--- src/rtl/muldiv_pkg.sv ---
// Shared types for the iterative unsigned multiply/divide unit.
package muldiv_pkg;

    typedef enum logic [1:0] {
        OP_MUL   = 2'b00,
        OP_MULHU = 2'b01,
        OP_DIVU  = 2'b10,
        OP_REMU  = 2'b11
    } op_t;

    typedef enum logic [1:0] {
        S_IDLE = 2'b00,
        S_CALC = 2'b01,
        S_DONE = 2'b10
    } state_t;

endpackage

--- src/rtl/muldiv_unit.sv ---
// Iterative unsigned MUL/MULHU/DIVU/REMU, one shift-add or restore-subtract step per cycle.
// Optional zero-operand early-out is enabled by defining MULDIV_EARLY_OUT_EN.
//
//   state  | meaning
//   S_IDLE | waiting for start; operands latched on accept
//   S_CALC | n iteration steps, one per cycle
//   S_DONE | result on wb_data, wb_en pulsed unless dest is x0
module muldiv_unit
    import muldiv_pkg::*;
#(
    parameter int n = 32,
    parameter int r = 5
) (
    input  logic         clk,
    input  logic         rst,
    input  logic         start,
    input  logic [1:0]   op,
    input  logic [n-1:0] a,
    input  logic [n-1:0] b,
    input  logic [r-1:0] dest,
    output logic         busy,
    output logic         wb_en,
    output logic [r-1:0] wb_addr,
    output logic [n-1:0] wb_data
);

    localparam int CW = $clog2(n) + 1;
    localparam logic [CW-1:0] LAST_STEP = CW'(n - 1);

    state_t           state;
    op_t              op_q;
    logic [r-1:0]     dest_q;
    logic [n-1:0]     a_q;
    logic [n-1:0]     b_q;
    logic [2*n-1:0]   prod;
    logic [n:0]       rem;
    logic [n-1:0]     quo;
    logic [CW-1:0]    cnt;

    logic [n:0]       add_sum;
    logic [2*n-1:0]   prod_nx;
    logic [n:0]       rem_sh;
    logic [n+1:0]     rem_diff;
    logic [n:0]       rem_nx;
    logic [n-1:0]     quo_nx;
    logic [n-1:0]     result;

    // Product register holds the running high half above the not-yet-consumed bits of B.
    always_comb begin
        add_sum  = {1'b0, prod[2*n-1:n]} + (prod[0] ? {1'b0, a_q} : '0);
        prod_nx  = {add_sum, prod[n-1:1]};
        rem_sh   = {rem[n-1:0], quo[n-1]};
        rem_diff = {1'b0, rem_sh} - {2'b00, b_q};
        if (!rem_diff[n+1]) begin
            rem_nx = rem_diff[n:0];
            quo_nx = {quo[n-2:0], 1'b1};
        end else begin
            rem_nx = rem_sh;
            quo_nx = {quo[n-2:0], 1'b0};
        end
        result = '0;
        case (op_q)
            OP_MUL:   result = prod_nx[n-1:0];
            OP_MULHU: result = prod_nx[2*n-1:n];
            OP_DIVU:  result = quo_nx;
            OP_REMU:  result = rem_nx[n-1:0];
            default:  result = '0;
        endcase
    end

`ifdef MULDIV_EARLY_OUT_EN
    logic         early;
    logic [n-1:0] early_res;

    // With a zero operand the remainder is always a, and the quotient is all ones only for b==0.
    always_comb begin
        early     = (a == '0) || (b == '0);
        early_res = '0;
        case (op_t'(op))
            OP_DIVU: early_res = (b == '0) ? '1 : '0;
            OP_REMU: early_res = a;
            default: early_res = '0;
        endcase
    end
`endif

    always_ff @(posedge clk) begin
        if (!rst) begin
            state   <= S_IDLE;
            op_q    <= OP_MUL;
            dest_q  <= '0;
            a_q     <= '0;
            b_q     <= '0;
            prod    <= '0;
            rem     <= '0;
            quo     <= '0;
            cnt     <= '0;
            wb_en   <= 1'b0;
            wb_addr <= '0;
            wb_data <= '0;
        end else begin
            wb_en <= 1'b0;
            case (state)
                S_IDLE: begin
                    if (start) begin
                        op_q   <= op_t'(op);
                        dest_q <= dest;
                        a_q    <= a;
                        b_q    <= b;
                        prod   <= {{n{1'b0}}, b};
                        rem    <= '0;
                        quo    <= a;
                        cnt    <= '0;
`ifdef MULDIV_EARLY_OUT_EN
                        if (early) begin
                            state   <= S_DONE;
                            wb_data <= early_res;
                            wb_addr <= dest;
                            wb_en   <= (dest != '0);
                        end else begin
                            state <= S_CALC;
                        end
`else
                        state <= S_CALC;
`endif
                    end
                end
                S_CALC: begin
                    prod <= prod_nx;
                    rem  <= rem_nx;
                    quo  <= quo_nx;
                    cnt  <= cnt + 1'b1;
                    if (cnt == LAST_STEP) begin
                        state   <= S_DONE;
                        wb_data <= result;
                        wb_addr <= dest_q;
                        wb_en   <= (dest_q != '0);
                    end
                end
                S_DONE: begin
                    state <= S_IDLE;
                end
                default: begin
                    state <= S_IDLE;
                end
            endcase
        end
    end

    assign busy = (state != S_IDLE);

endmodule

--- config.mk ---
export PLATFORM = sky130hd
export DESIGN_NAME = muldiv_unit
export DESIGN_NICKNAME = d
export VERILOG_FILES = /design/src/rtl/muldiv_pkg.sv /design/src/rtl/muldiv_unit.sv
export SDC_FILE = /design/constraint.sdc
export NUM_CORES = 1
export LEC_CHECK = 0
export ABC_AREA = 1
export CAP_MARGIN = 15
export CORE_AREA = 2 2 186 206
export DETAILED_ROUTE_END_ITERATION = 10
export DIE_AREA = 0 0 188 208
export DONT_BUFFER_PORTS = 1
export PLACE_DENSITY_LB_ADDON = 0.3
export SYNTH_ARGS = -nofsm -noshare
export SYNTH_HDL_FRONTEND = slang
export SYNTH_SLANG_ARGS = --single-unit
--- constraint.sdc ---
create_clock -name clk -period 2.7 [get_ports clk]
set_clock_uncertainty 0.1 [all_clocks]
set_input_delay 0.675 -clock clk [delete_from_list [all_inputs] [get_ports clk]]
set_output_delay 0.675 -clock clk [all_outputs]
set_load 0.03 [all_outputs]
==> summary.txt <==
Synth
  • Avg Inst Size Synth: 6.28 sq um
  • Main synth FF type: sky130_fd_sc_hd__dfxtp_1
  • Combined area of all synthesized cells: 14700 sq um
  • Top post-synthesis cells by area: sky130_fd_sc_hd__dfxtp_1 (33%), sky130_fd_sc_hd__nand2_1 (22%), sky130_fd_sc_hd__a21oi_1 (7.9%)
  • Syn_nets: 2476
  • Yosys top cell area share: 33.5%
  • Seq/Total Area, Yosys: 33.5%
  • Post-synth ARST share: 0%
  • Post-synth top area cell: sky130_fd_sc_hd__dfxtp_1
  • Flops & latches, synth: 245
  • Number of enable-type register cells in the synthesized netlist: 0
  • Gate Count Post-Synth: 2335
  • Post-synth cell types: 45
  • Yosys Warn Count: 0

Floorplan
  • Ports: 113
  • Starting density of the core: 39.7%
  • Core Footprint: 36900 sq um
  • Row Count: 74
  • Horizontal die dimension: 188 microns
  • Chip Height: 208 microns
  • Die Outline Area: 39100 sq um

Routing
  • Drt initial violations: 1354
  • Routed WL: 53800 microns
  • Detailed-routing iteration count for the pre-antenna-repair pass: 6
  • Number of antenna-violating nets in the routed design: 0
  • Post-route DRC violation count: 0
  • Via count: 15.7k
  • Per-cell via count in the routed design: 5.30
  • Routed length per instance: 18.1 microns

CTS
  • Clock tree from TritonCTS: yes
  • Clock edge transition at the registers on the reported setup and hold paths: 0.06 ns
  • H-Tree Depth: 1
  • Root buf cell: sky130_fd_sc_hd__clkbuf_16
  • Hold buffers post-CTS: 0
  • Skew-Pair Late Insertion Delay: 0.58 ns
  • Clk buf depth: 3
  • # clock sinks: 245
  • Cts bufs inserted: 28

Global route
  • Antenna violations before repair: 2
  • Largest net degree at the start of global routing: 83
  • Overall overflow remaining after global route: 0
  • First-pass GRT wire length: 80800 microns
  • Via count of the first global-routing pass: 14.9k
  • Overall track demand over capacity in global routing: 25.9%

Critical path
  • Cell-by-cell listing of the critical path: buf_12 > nand2_2 > buf_4 > fa_2 > inv_2 > nand3_2 > nand2_2 > nand2_2 > nand2_2 > nand2_2 > nand2_4 > nand3b_1 > nand2_1 > nand2_1 > nand3_1 > nand2_1 > nand2_1 > nand2_1 > a21oi_2
  • Maximum fanout along the worst path: 6
  • Slowest cell on the critical path: sky130_fd_sc_hd__dfxtp_4
  • Register-to-register setup slack: 0.02 ns
  • CP required: 3.09 ns
  • Category of the worst setup path launch point: register
  • Maximum single-stage delay on the critical path: 0.46 ns
  • Worst endpoint data arrival time: 3.07 ns
  • Type of the setup path with the least slack: register to register
  • Critical Path End Type: register

Finish
  • Fin nets: 2598
  • Growth of design area from synthesis to finish: 27.5%
  • End-of-flow core utilization: 50.6%
  • Final cell area excluding filler cells: 18700 sq um
  • Layout cell share with drive strength beyond 1: 19.5%
  • Final non-filler cell total: 2972

Timing
  • Final worst setup slack: 0.0205 ns
  • Final hold vios: 0
  • RSZ-0062 raised after global routing: yes
  • Maximum achievable frequency: 373 MHz
  • Max_slew headroom: 36.7%
  • Tightest Pin Transition: 0.950 ns
  • Hold_ws: 0.101 ns
  • Final worst path period share: 99.2%
  • Finish-stage setup viols: 0
  • Post-layout min period: 2.68 ns
  • Number of pins with negative max-slew slack in the final report: 0

Place
  • Post-place setup slack: -0.177 ns
  • Dpl hpwl: 38400 microns
  • Cell total after placement: 2889
  • Port buffer count: 0
  • Area after DPL: 16200 sq um
  • RePlAce Congestion: 0.975

Pwr
  • Switching power share of the total: 45.2%
  • Pwr dens: 1070 nW/um^2
  • Part of the total power dissipated in the clock network: 18.9%
  • Leakage component of the power: 0.00812 uW
  • Power dissipated by switching net loads: 9000 uW
  • Share of total power in sequential cells: 21.5%
  • Internal power: 10900 uW
  • Peak supply drop: 0.965 mV
  • Part of the power in combinational logic: 59.6%

Worst hold path
  • Hold WC Path Type: input port to register

Outcome
  • Run status: finished clean

Flow run
  • Number of maximum-capacitance violations: 0
## metal layers
layer / vias up / wire length [microns] / track usage, %
met5: - / 12 / 0
met2: 513 / 25900 / 44.6
met1: 7302 / 22000 / 31.8
met4: 2 / 2460 / 11.4
li1: 7764 / - / -
met3: 157 / 3420 / 4.05
## cells in the final DEF, fill, tap and decap left out, types with 17 or more instances in the layout
cell type	n
sky130_fd_sc_hd__a31oi_1	64
sky130_fd_sc_hd__nand2_2	60
sky130_fd_sc_hd__nor2_2	17
sky130_fd_sc_hd__or2_1	21
sky130_fd_sc_hd__nand2_1	786
sky130_fd_sc_hd__a21oi_1	193
sky130_fd_sc_hd__a21oi_2	29
sky130_fd_sc_hd__nor2_1	149
sky130_fd_sc_hd__ha_4	28
sky130_fd_sc_hd__clkbuf_16	32
sky130_fd_sc_hd__nand3_1	128
sky130_fd_sc_hd__o21ai_1	21
sky130_fd_sc_hd__inv_2	17
sky130_fd_sc_hd__buf_4	172
sky130_fd_sc_hd__o21ai_0	40
sky130_fd_sc_hd__o21bai_1	17
sky130_fd_sc_hd__inv_1	214
sky130_fd_sc_hd__dfxtp_1	243
sky130_fd_sc_hd__ha_1	36
## worst max-delay path, delay by kind of cell, from the launching register on
kind | cells | cell delay (ns)
adder cells (fa/ha/maj) | 1 | 0.35
AO/OA/AOI/OAI | 1 | 0.14
buffers and inverters | 3 | 0.37
AND/OR/NAND/NOR | 14 | 1.17
flip-flops | 1 | 0.46
## cell usage after synthesis, types with 6 or more instances
| master | number |
|---|---|
| sky130_fd_sc_hd__a21oi_1 | 232 |
| sky130_fd_sc_hd__a31oi_1 | 64 |
| sky130_fd_sc_hd__buf_1 | 6 |
| sky130_fd_sc_hd__buf_2 | 12 |
| sky130_fd_sc_hd__clkbuf_1 | 79 |
| sky130_fd_sc_hd__dfxtp_1 | 245 |
| sky130_fd_sc_hd__ha_1 | 65 |
| sky130_fd_sc_hd__inv_1 | 227 |
| sky130_fd_sc_hd__inv_2 | 6 |
| sky130_fd_sc_hd__nand2_1 | 842 |
| sky130_fd_sc_hd__nand2_2 | 11 |
| sky130_fd_sc_hd__nand3_1 | 140 |
| sky130_fd_sc_hd__nand3b_1 | 8 |
| sky130_fd_sc_hd__nand4_1 | 13 |
| sky130_fd_sc_hd__nor2_1 | 177 |
| sky130_fd_sc_hd__nor3_1 | 17 |
| sky130_fd_sc_hd__o21ai_0 | 59 |
| sky130_fd_sc_hd__o21ai_1 | 16 |
| sky130_fd_sc_hd__o21bai_1 | 18 |
| sky130_fd_sc_hd__or2_1 | 21 |
| sky130_fd_sc_hd__xnor2_1 | 16 |
| sky130_fd_sc_hd__xor2_1 | 11 |
## per-stage QoR
| step | total power [uW] | setup TNS [ns] |
|---|---|---|
| after floorplan | 11500 | 0 |
| after global placement | 14600 | -1.27 |
| after detailed placement | 14700 | -1.49 |
| after CTS | 18600 | -0.0556 |
| after global routing | 21400 | -0.750 |
| final | 19900 | 0 |
## layout make-up
type                            count  area [sq um]
Antenna cell                        1          2.50
Clock buffer                       42           843
Clock inverter                      8          65.1
Fill cell                        3694         18300
Inverter                          235           892
Multi-Input combinational cell   1753          9640
Sequential cell                   245          4910
Tap cell                          494           618
Timing Repair Buffer              194          1720
## final timing paths
path / endpoint / startpoint / cells after the start
setup / recovery: wb_data[25] / prod[0] / 19
hold / removal: state[0] / rst / 2
setup reg to reg: wb_data[25] / prod[0] / 19
hold reg to reg: a_q[30] / a_q[30] / 2
## power by group through the flow
stage | Sequential [uW] | Combinational [uW] | Clock, uW
2_1_floorplan | 4220 | 7230 | 0
3_5_place_dp | 4310 | 10300 | 0
3_3_place_gp | 4300 | 10300 | 0
5_1_grt | 4320 | 13100 | 3970
6_report | 4280 | 11900 | 3770
4_1_cts | 4240 | 10500 | 3840
## logic make-up (layout without fill, tap and decap cells)
logic type | Yosys count | after routing | synth area share (%)
simple gates | 1249 | 1249 | 34.8
fa+ha+maj | 67 | 67 | 5.82
compound gates | 410 | 410 | 15.3
flops | 245 | 245 | 33.5
xor+xnor | 27 | 27 | 1.61
buf+inv | 337 | 479 | 8.98
other cells | 0 | 1 | 0
## registers in the layout (all words and copies together), names as in the netlist
| name | cells |
|---|---|
| a_q | 32 |
| state | 2 |
| wb_addr | 5 |
| cnt | 6 |
| op_q | 2 |
| wb_data | 32 |
| prod | 64 |
| wb_en | 1 |
| b_q | 32 |
| rem | 32 |
| quo | 32 |
| dest_q | 5 |
## timing repair
| action | in CTS | in global routing |
|---|---|---|
| buffers inserted | 6 | 22 |
| endpoints found under the setup margin | 30 | 55 |
| resized for setup | 61 | 222 |
| gates cloned | 1 | 4 |
| pin swaps | 12 | 57 |
| hold endpoints to repair | 0 | 0 |
Note: power is estimated with default switching activity, not from simulation.
